===== src/rtl/xbar_ingress_filter_if.sv =====
// AXI4-Stream beat bundle shared by the RX queue side and the crossbar side.
interface xbar_ingress_filter_if #(
    parameter int C_AXIS_DATA_WIDTH  = 64,
    parameter int C_AXIS_TUSER_WIDTH = 128
);
    logic [C_AXIS_DATA_WIDTH-1:0]   tdata;
    logic [C_AXIS_DATA_WIDTH/8-1:0] tkeep;
    logic [C_AXIS_TUSER_WIDTH-1:0]  tuser;
    logic                           tvalid;
    logic                           tready;
    logic                           tlast;

    modport master (output tdata, tkeep, tuser, tvalid, tlast, input tready);
    modport slave  (input tdata, tkeep, tuser, tvalid, tlast, output tready);
endinterface


===== src/rtl/xbar_ingress_filter.sv =====
// Per-port ingress filter: forwards/drops whole packets on the tuser dst byte and stamps src.
// One cycle s->m latency via a 2-entry skid slice; s tready is registered, forced high while dropping.
module xbar_ingress_filter #(
    parameter int          C_AXIS_DATA_WIDTH  = 64,
    parameter int          C_AXIS_TUSER_WIDTH = 128,
    parameter logic [7:0]  SRC_PORT_ID        = 8'h01,
    parameter logic [7:0]  DST_MASK           = 8'h1F
) (
    input  logic                           axis_aclk,
    input  logic                           axis_aresetn,
    xbar_ingress_filter_if.slave           s_axis,
    xbar_ingress_filter_if.master          m_axis,
    input  logic                           clear_counters,
    output logic [31:0]                    pkt_fwd_count,
    output logic [31:0]                    pkt_drop_count
);

    localparam int KW = C_AXIS_DATA_WIDTH / 8;
    localparam logic [31:0] CNT_MAX = 32'hFFFF_FFFF;

    typedef struct packed {
        logic [C_AXIS_DATA_WIDTH-1:0]  dat;
        logic [KW-1:0]                 keep;
        logic [C_AXIS_TUSER_WIDTH-1:0] user;
        logic                          last;
    } beat_t;

    typedef enum logic [1:0] {ST_HEAD, ST_PASS, ST_DROP} state_t;

    state_t      state_q, state_d;
    logic        in_rdy_q, in_rdy_d;
    logic        out_vld_q, out_vld_d;
    logic        skid_vld_q, skid_vld_d;
    beat_t       out_q, out_d;
    beat_t       skid_q, skid_d;
    beat_t       in_beat;
    logic [15:0] stamp_q;
    logic [31:0] fwd_cnt_q, fwd_cnt_d;
    logic [31:0] drop_cnt_q, drop_cnt_d;

    logic [7:0]  dst_eff;
    logic        accept;
    logic        fwd;
    logic        pop;
    logic        fwd_last;
    logic        drop_last;

    assign dst_eff   = s_axis.tuser[31:24] & DST_MASK;
    assign accept    = s_axis.tvalid & in_rdy_q;
    assign fwd       = accept & (((state_q == ST_HEAD) && (dst_eff != 8'h00)) || (state_q == ST_PASS));
    assign pop       = out_vld_q & m_axis.tready;
    assign fwd_last  = fwd & s_axis.tlast;
    assign drop_last = accept & ~fwd & s_axis.tlast;

    always_comb begin
        in_beat = '{dat: s_axis.tdata, keep: s_axis.tkeep, user: s_axis.tuser, last: s_axis.tlast};
        // Body beats inherit the head beat's dst/src so the crossbar sees a consistent route.
        in_beat.user[31:16] = (state_q == ST_HEAD) ? {dst_eff, SRC_PORT_ID} : stamp_q;
    end

    always_comb begin
        state_d = state_q;
        if (accept) begin
            case (state_q)
                ST_HEAD: begin
                    if (!s_axis.tlast) begin
                        state_d = (dst_eff != 8'h00) ? ST_PASS : ST_DROP;
                    end
                end
                ST_PASS, ST_DROP: begin
                    if (s_axis.tlast) begin
                        state_d = ST_HEAD;
                    end
                end
                default: state_d = ST_HEAD;
            endcase
        end
    end

    always_comb begin
        out_vld_d  = out_vld_q;
        out_d      = out_q;
        skid_vld_d = skid_vld_q;
        skid_d     = skid_q;
        if (!out_vld_q || pop) begin
            if (skid_vld_q) begin
                out_d      = skid_q;
                out_vld_d  = 1'b1;
                skid_vld_d = fwd;
                if (fwd) begin
                    skid_d = in_beat;
                end
            end else begin
                out_vld_d = fwd;
                if (fwd) begin
                    out_d = in_beat;
                end
            end
        end else if (fwd) begin
            skid_vld_d = 1'b1;
            skid_d     = in_beat;
        end
        in_rdy_d = (state_d == ST_DROP) ? 1'b1 : !skid_vld_d;
    end

    always_comb begin
        fwd_cnt_d  = fwd_cnt_q;
        drop_cnt_d = drop_cnt_q;
        if (clear_counters) begin
            fwd_cnt_d  = 32'd0;
            drop_cnt_d = 32'd0;
        end else begin
            if (fwd_last && (fwd_cnt_q != CNT_MAX)) begin
                fwd_cnt_d = fwd_cnt_q + 32'd1;
            end
            if (drop_last && (drop_cnt_q != CNT_MAX)) begin
                drop_cnt_d = drop_cnt_q + 32'd1;
            end
        end
    end

    always_ff @(posedge axis_aclk or negedge axis_aresetn) begin
        if (!axis_aresetn) begin
            state_q    <= ST_HEAD;
            in_rdy_q   <= 1'b0;
            out_vld_q  <= 1'b0;
            skid_vld_q <= 1'b0;
            out_q      <= '0;
            skid_q     <= '0;
            stamp_q    <= 16'h0000;
            fwd_cnt_q  <= 32'd0;
            drop_cnt_q <= 32'd0;
        end else begin
            state_q    <= state_d;
            in_rdy_q   <= in_rdy_d;
            out_vld_q  <= out_vld_d;
            skid_vld_q <= skid_vld_d;
            out_q      <= out_d;
            skid_q     <= skid_d;
            fwd_cnt_q  <= fwd_cnt_d;
            drop_cnt_q <= drop_cnt_d;
            if (accept && (state_q == ST_HEAD)) begin
                stamp_q <= {dst_eff, SRC_PORT_ID};
            end
        end
    end

    assign s_axis.tready  = in_rdy_q;
    assign m_axis.tvalid  = out_vld_q;
    assign m_axis.tdata   = out_q.dat;
    assign m_axis.tkeep   = out_q.keep;
    assign m_axis.tuser   = out_q.user;
    assign m_axis.tlast   = out_q.last;
    assign pkt_fwd_count  = fwd_cnt_q;
    assign pkt_drop_count = drop_cnt_q;

endmodule


===== src/flat_wrapper.sv =====
// flat-port wrapper written by rule: the top's interface ports become plain ports
module xbar_ingress_filter_flat 
#(
    parameter int          C_AXIS_DATA_WIDTH  = 64,
    parameter int          C_AXIS_TUSER_WIDTH = 128,
    parameter logic [7:0]  SRC_PORT_ID        = 8'h01,
    parameter logic [7:0]  DST_MASK           = 8'h1F
)
  (axis_aclk, axis_aresetn, clear_counters, pkt_fwd_count, pkt_drop_count, s_axis_tdata, s_axis_tkeep, s_axis_tuser, s_axis_tvalid, s_axis_tlast, s_axis_tready, m_axis_tdata, m_axis_tkeep, m_axis_tuser, m_axis_tvalid, m_axis_tlast, m_axis_tready);
  xbar_ingress_filter_if #(.C_AXIS_DATA_WIDTH(C_AXIS_DATA_WIDTH), .C_AXIS_TUSER_WIDTH(C_AXIS_TUSER_WIDTH)) s_axis_i ();
  xbar_ingress_filter_if #(.C_AXIS_DATA_WIDTH(C_AXIS_DATA_WIDTH), .C_AXIS_TUSER_WIDTH(C_AXIS_TUSER_WIDTH)) m_axis_i ();
  input  logic axis_aclk;
  input  logic axis_aresetn;
  input  logic clear_counters;
  output logic [31:0] pkt_fwd_count;
  output logic [31:0] pkt_drop_count;
  input wire logic [$bits(s_axis_i.tdata)-1:0] s_axis_tdata;
  input wire logic [$bits(s_axis_i.tkeep)-1:0] s_axis_tkeep;
  input wire logic [$bits(s_axis_i.tuser)-1:0] s_axis_tuser;
  input wire logic [$bits(s_axis_i.tvalid)-1:0] s_axis_tvalid;
  input wire logic [$bits(s_axis_i.tlast)-1:0] s_axis_tlast;
  output wire logic [$bits(s_axis_i.tready)-1:0] s_axis_tready;
  output wire logic [$bits(m_axis_i.tdata)-1:0] m_axis_tdata;
  output wire logic [$bits(m_axis_i.tkeep)-1:0] m_axis_tkeep;
  output wire logic [$bits(m_axis_i.tuser)-1:0] m_axis_tuser;
  output wire logic [$bits(m_axis_i.tvalid)-1:0] m_axis_tvalid;
  output wire logic [$bits(m_axis_i.tlast)-1:0] m_axis_tlast;
  input wire logic [$bits(m_axis_i.tready)-1:0] m_axis_tready;
  assign s_axis_i.tdata = s_axis_tdata;
  assign s_axis_i.tkeep = s_axis_tkeep;
  assign s_axis_i.tuser = s_axis_tuser;
  assign s_axis_i.tvalid = s_axis_tvalid;
  assign s_axis_i.tlast = s_axis_tlast;
  assign s_axis_tready = s_axis_i.tready;
  assign m_axis_tdata = m_axis_i.tdata;
  assign m_axis_tkeep = m_axis_i.tkeep;
  assign m_axis_tuser = m_axis_i.tuser;
  assign m_axis_tvalid = m_axis_i.tvalid;
  assign m_axis_tlast = m_axis_i.tlast;
  assign m_axis_i.tready = m_axis_tready;
  xbar_ingress_filter #(.C_AXIS_DATA_WIDTH(C_AXIS_DATA_WIDTH), .C_AXIS_TUSER_WIDTH(C_AXIS_TUSER_WIDTH), .SRC_PORT_ID(SRC_PORT_ID), .DST_MASK(DST_MASK)) u_core (.axis_aclk(axis_aclk), .axis_aresetn(axis_aresetn), .s_axis(s_axis_i), .m_axis(m_axis_i), .clear_counters(clear_counters), .pkt_fwd_count(pkt_fwd_count), .pkt_drop_count(pkt_drop_count));
endmodule

===== config.mk =====
export PLATFORM = sky130hd
export DESIGN_NAME = xbar_ingress_filter_flat
export DESIGN_NICKNAME = d
export VERILOG_FILES = /design/src/rtl/xbar_ingress_filter_if.sv /design/src/rtl/xbar_ingress_filter.sv /design/src/flat_wrapper.sv
export SDC_FILE = /design/constraint.sdc
export NUM_CORES = 1
export LEC_CHECK = 0
export BUFFER_PORTS_ARGS = -buffer_cell sky130_fd_sc_hd__buf_2
export CAP_MARGIN = 20
export CELL_PAD_IN_SITES_DETAIL_PLACEMENT = 1
export CELL_PAD_IN_SITES_GLOBAL_PLACEMENT = 1
export CORE_MARGIN = 1.5
export CORE_UTILIZATION = 38
export DETAILED_ROUTE_END_ITERATION = 12
export GPL_TIMING_DRIVEN = 1
export HOLD_SLACK_MARGIN = 0.12
export PLACE_DENSITY = 0.8
export SLEW_MARGIN = 30
export SYNTH_ARGS = -nofsm -noshare
export SYNTH_HDL_FRONTEND = slang
export SYNTH_SLANG_ARGS = --single-unit

===== constraint.sdc =====
create_clock -name axis_aclk -period 2.5 [get_ports axis_aclk]
set_clock_uncertainty 0.05 [all_clocks]
set_input_delay 0.5 -clock axis_aclk [delete_from_list [all_inputs] [get_ports axis_aclk]]
set_output_delay 0.5 -clock axis_aclk [all_outputs]
set_load 0.005 [all_outputs]

# Word-level counts from Yosys, hierarchy flattened
# Index checks and enable logic that the tools add are counted.
# totals
regBits	477
inputBits	206
output_inout_bits	267
wordCells	65
# op_classes
addsub	2
eq_ne	6
n_mux	20
bitwise	7
reduce_logical	15
# ops
cell	count
$mux W201	5
$mux W32	4
$add A32 B1 Y32 const B	2
$ne A32 B32 Y1 const B	2
$mux W13	1
$mux W2	4
$reduce_bool A8 Y1	1
$and A1 B1 Y1	6
$reduce_bool A2 Y1	3
$mux W1	5
$eq A2 B2 Y1 const B	2
$logic_and A1 B1 Y1	4
$pmux W2 S2	1
$eq A2 B1 Y1 const B	1
$logic_not A1 Y1	2
$logic_not A2 Y1	1
$logic_or A1 B1 Y1	2
$ne A2 B1 Y1 const B	1
$reduce_and A2 Y1	1
$reduce_or A2 Y1	1
$not A1 Y1	1

# Logic depth before layout (Yosys ltp)
# logic_depth
ltp_word	10
mapped_depth	12
ltp_nobuf	8

# Worst setup path before layout
# OpenSTA, ideal clock, no wires.
# synth_timing
path_kind	register -> register
start	register u_core.state_q[0]
end	register u_core.skid_q[100] in the netlist's numbering
arrival_ns	2.262
required_time_ns	2.322
slack_ns	0.060
path_stages_with_launch	11
n_path_buf	3
cell_sequence	dfrtp_1 inv_1 ha_1 buf_2 or2_2 o21a_4 nand3_1 nor2_1 clkbuf_1 buf_2 mux2_1
# synth_via
elab_chain_cells	7
# synth_lines
element	line_no	rtl
from (decl)	xbar_ingress_filter.sv:30	state_t state_q, state_d;
from (signal assigned)	xbar_ingress_filter.sv:134	state_q <= state_d;
$logic_not A2 Y1	xbar_ingress_filter.sv:50	assign fwd = accept & (((state_q == ST_HEAD) && (dst_eff != 8'h00)) || (state_q == ST_PASS));
$logic_and A1 B1 Y1	xbar_ingress_filter.sv:50	
$logic_or A1 B1 Y1 (*)	xbar_ingress_filter.sv:50	
$and A1 B1 Y1 (*)	xbar_ingress_filter.sv:50	
$mux W201 (*)	-	
$mux W201	-	
$mux W201 (*)	-	
to (signal assigned)	xbar_ingress_filter.sv:139	skid_q <= skid_d;
to (decl)	xbar_ingress_filter.sv:35	beat_t skid_q, skid_d;
# Mark *: on every way between the ends. The rest lies on a longest branch, timed or not. The select of a mux whose other input is x is not followed.
# A chain may end at the register's enable or synchronous reset.

# Final worst setup path
# layout_timing
start	register u_core.state_q[0]
end	register u_core.out_q, in the netlist u_core.m_axis.tuser[104]
# layout_via
elab_chain_cells	6
# layout_lines
element	line_no	rtl
$logic_not A2 Y1	xbar_ingress_filter.sv:50	
$logic_and A1 B1 Y1	xbar_ingress_filter.sv:50	
$logic_or A1 B1 Y1 (*)	xbar_ingress_filter.sv:50	
$and A1 B1 Y1 (*)	xbar_ingress_filter.sv:50	
$reduce_bool A2 Y1 (no line) (*)	-	
$reduce_and A2 Y1 (no line) (*)	-	
to (signal assigned)	xbar_ingress_filter.sv:138	out_q <= out_d;
to (decl)	xbar_ingress_filter.sv:34	beat_t out_q, out_d;
# Mark *: on every way between the ends. The rest lies on a longest branch, timed or not.

==> impl_results.md <==
* Pwr Total at ~33000 uW
* Cell Pwr Density at ~1200 mW/mm^2
* CP delay by family, top: compound AO/OA/AOI/OAI gates
* RSZ-0062 raised after global routing: true
* DIE HEIGHT at around 230 um
* Crit path largest cell delay at approximately 0.4 ns
* RR Startpoint: u_core.state_q[0]
* Arrival @ worst endpoint at 2.84 ns
* Initial antenna violation count at 15
* Met3 Usage GRT at 0.0555
* Crit Path Class: reg -> reg
* Status: finished, final reports clean
* GR Layer Usage met2 at 0.462
* Max H-tree Level at 2
* Grt met1 use at 0.279
* CP Launch Type: flop
* Fmax at 411 MHz
* Register area share after synthesis at 0.579
* Worst EP required at roughly 2.9 ns
* Worst path depth at 9
* Leak at about 0.013 uW
* Full die area at ~0.053 mm^2
* Sequential cell area at 0.0114 mm^2
* Worst VDD drop at between 0.0006 and 0.0007 V
* Crit Path Max Fanout at 28
* Total number of yosys warnings at 0
* Die Span X at between 200 and 250 um
* Largest net degree at the start of global routing at 66
* Total GRT Usage at 0.255
* Async SR Flop Fraction at 1.00
* Cell taking the most area after synthesis: dfrtp_1
* Worst-path clk slew at 0.06 ns
* Global route overflow at 0
* Routed Wire Length at ~70 mm
* Final setup fails at 0
* Synth area leaders: dfrtp_1 58%, mux2_1 10%, mux2i_1 9.6%
* Worst Setup SP: u_core.state_q[0]
* Worst path cell trace: ha_2 -> or3_4 -> o21a_4 -> nor2b_2 -> o21bai_4 -> buf_12 -> buf_6 -> nand2_1 -> o21ai_1
* Worst reg2reg path depth at 9
* Fin crit share at 0.973
* HPWL reported at the end of detailed placement at a little over 40 mm
* Fin. max-slew vios at 0
* Initial DRC Count at approximately 860
* Core Util, Final at 0.531
* Row cnt at between 80 and 90
* Number of synthesized flops with an enable pin at 0
* # nets final at between 2000 and 3000
* Max cap viols at 0
* Worst hold path type: in -> reg
* Pre-antenna DRT Iters at 4
* Area share of the largest cell type after synthesis at 0.579
* Worst skew pair latency at 0.59 ns
* Worst slew margin at 0.474
* Synth unique cells at between 40 and 50
* Starting density of the core at 0.385
* # fillers at ~5500
* Vias in the first global route at approximately 19000
* Drt drc at 0
* CTS tree: done
* RePlAce Congestion at approximately 0.85
* WL/cell at approximately 22 um
* Area of the core at between 0.05 and 0.06 mm^2
* Synthesis-stage register bit count at 457
* Layout cells sized above 1 at 0.280
* Final Hold Fails at 0
* Netlist Area Pre-Place at between 0.015 and 0.02 mm^2
* First-pass GRT wire length at about 110 mm
* Hold slack final at approximately 0.17 ns
* Top_reg_cell synth: dfrtp_1
* Clock Sinks at ~460
* Final min period at around 2.4 ns
* Mapped Cells at between 1500 and 2000
* Post-synth top cells: 457 x dfrtp_1, 221 x nand2_1, 193 x o21ai_1, 190 x mux2i_1, 175 x mux2_1
* Via count at around 16000
* Most frequent cell after synthesis: dfrtp_1
* Crit path capture type: flop
* Busiest grt layer: met2
* Detail Route Antenna Nets at 0
* Vias per cell at 5.24
* Area of the multi-input gates at roughly 0.0079 mm^2
* Setup_tns at 0 ns
* Layout Area Growth over Synthesis at 38.0%
* Slew @ Worst Pin at 0.788 ns
* Root buffer cell: clkbuf_16
* Syn_area_per_cell at roughly 12 um^2
* CTS Buffer Depth at 3
* WHS Path Cells at 2
* WP buf/inv at 2
* IO Count at between 400 and 500
* I/O Buffers at approximately 450
* Cts bufs inserted at between 50 and 60
* Min-delay src: s_axis_tuser[63]
* CP max-delay cell: dfrtp_1
-- layout make-up --
type / instances / share of cell area
flip-flops and latches: 457 / 0.420
multi-input cells: 1128 / 0.291
repair buffers: 727 / 0.190
clock buffers: 76 / 0.0573
well taps: 680 / 0.0312
clock inverters: 20 / 0.00785
diodes: 16 / 0.00147
inverters: 7 / 0.000964
-- layer usage --
layer	share of wire	routed length, um
met1	0.37	26000
met2	0.53	36600
met3	0.052	3610
met4	0.046	3190
met5	0.00016	11
-- report_power, final --
part / total [uW] / internal (uW) / switching [uW]
sequential: 12600 / 10600 / 1960
combinational: 12000 / 5480 / 6560
clock: 7900 / 4650 / 3250
-- cells in the final DEF (no fill, tap or decap), drive strengths merged, types with 14 or more instances in the layout --
cell type	instances
a21oi	26
and3	15
buf	542
clkbuf	78
dfrtp	457
diode	16
dlygate4sd3	183
mux2	190
mux2i	190
nand2	221
nand3	36
nand4	30
nor2	83
nor3	14
o21ai	207
or3	16
xor2	37
-- final timing paths --
path                                       endpoint  slack, ns
max                        u_core.m_axis.tuser[104]       0.07
min                               u_core.skid_q[64]       0.17
max reg2reg                u_core.m_axis.tuser[104]       0.07
min reg2reg                u_core.m_axis.tuser[112]       0.43
max in group asynchronous  u_core.m_axis.tuser[100]       1.08
min in group asynchronous        u_core.skid_q[128]       0.45
-- state kept, by name, summed over array words and instances, names as in the netlist --
signal and count:
u_core.skid_q 191, u_core.m_axis.tuser 118, u_core.m_axis.tdata 64, u_core.pkt_drop_count 32
u_core.pkt_fwd_count 32, u_core.m_axis.tkeep 8, u_core.stamp_q 6, u_core.state_q 2
u_core.m_axis.tlast 1, u_core.m_axis.tvalid 1, u_core.s_axis.tready 1, u_core.skid_vld_q 1
-- kinds of logic (layout without fill, tap and decap cells) --
logic type | after synthesis | after routing | share of synthesized area
buffers and inverters | 115 | 830 | 0.0266
muxes | 380 | 380 | 0.205
DFF | 457 | 457 | 0.579
AOI/OAI and AO/OA | 242 | 242 | 0.0630
xor gates and xnor gates | 49 | 49 | 0.0217
and+or+nand+nor | 441 | 441 | 0.101
adders and majority gates | 6 | 6 | 0.00367
other | 1 | 26 | 0.000190
-- worst register-to-register path, cell delays in order, from the launching register on --
cell	delay (ns)
dfrtp_1	0.41
ha_2	0.18
or3_4	0.34
o21a_4	0.26
nor2b_2	0.18
o21bai_4	0.19
buf_12	0.23
buf_6	0.21
nand2_1	0.08
o21ai_1	0.17
-- stage by stage --
step / area [um^2] / worst slack (ns) / std cells
floorplan: 19800 / 0.0600 / 1700
global placement: 23300 / -0.0893 / 2802
detailed placement: 23300 / -0.128 / 2802
CTS: 27000 / -0.00227 / 3084
global route: 27200 / -0.0242 / 3108
finish: 27300 / 0.0663 / 3111
-- repair_timing --
action	CTS	global route
hold buffers	183	0
setup endpoints to repair	169	200
gates resized for setup	8	25
hold endpoints to repair	247	0
setup buffers	2	8
pin swaps	3	8
gates cloned	1	3
No activity file was read; power rests on OpenSTA's default activity.
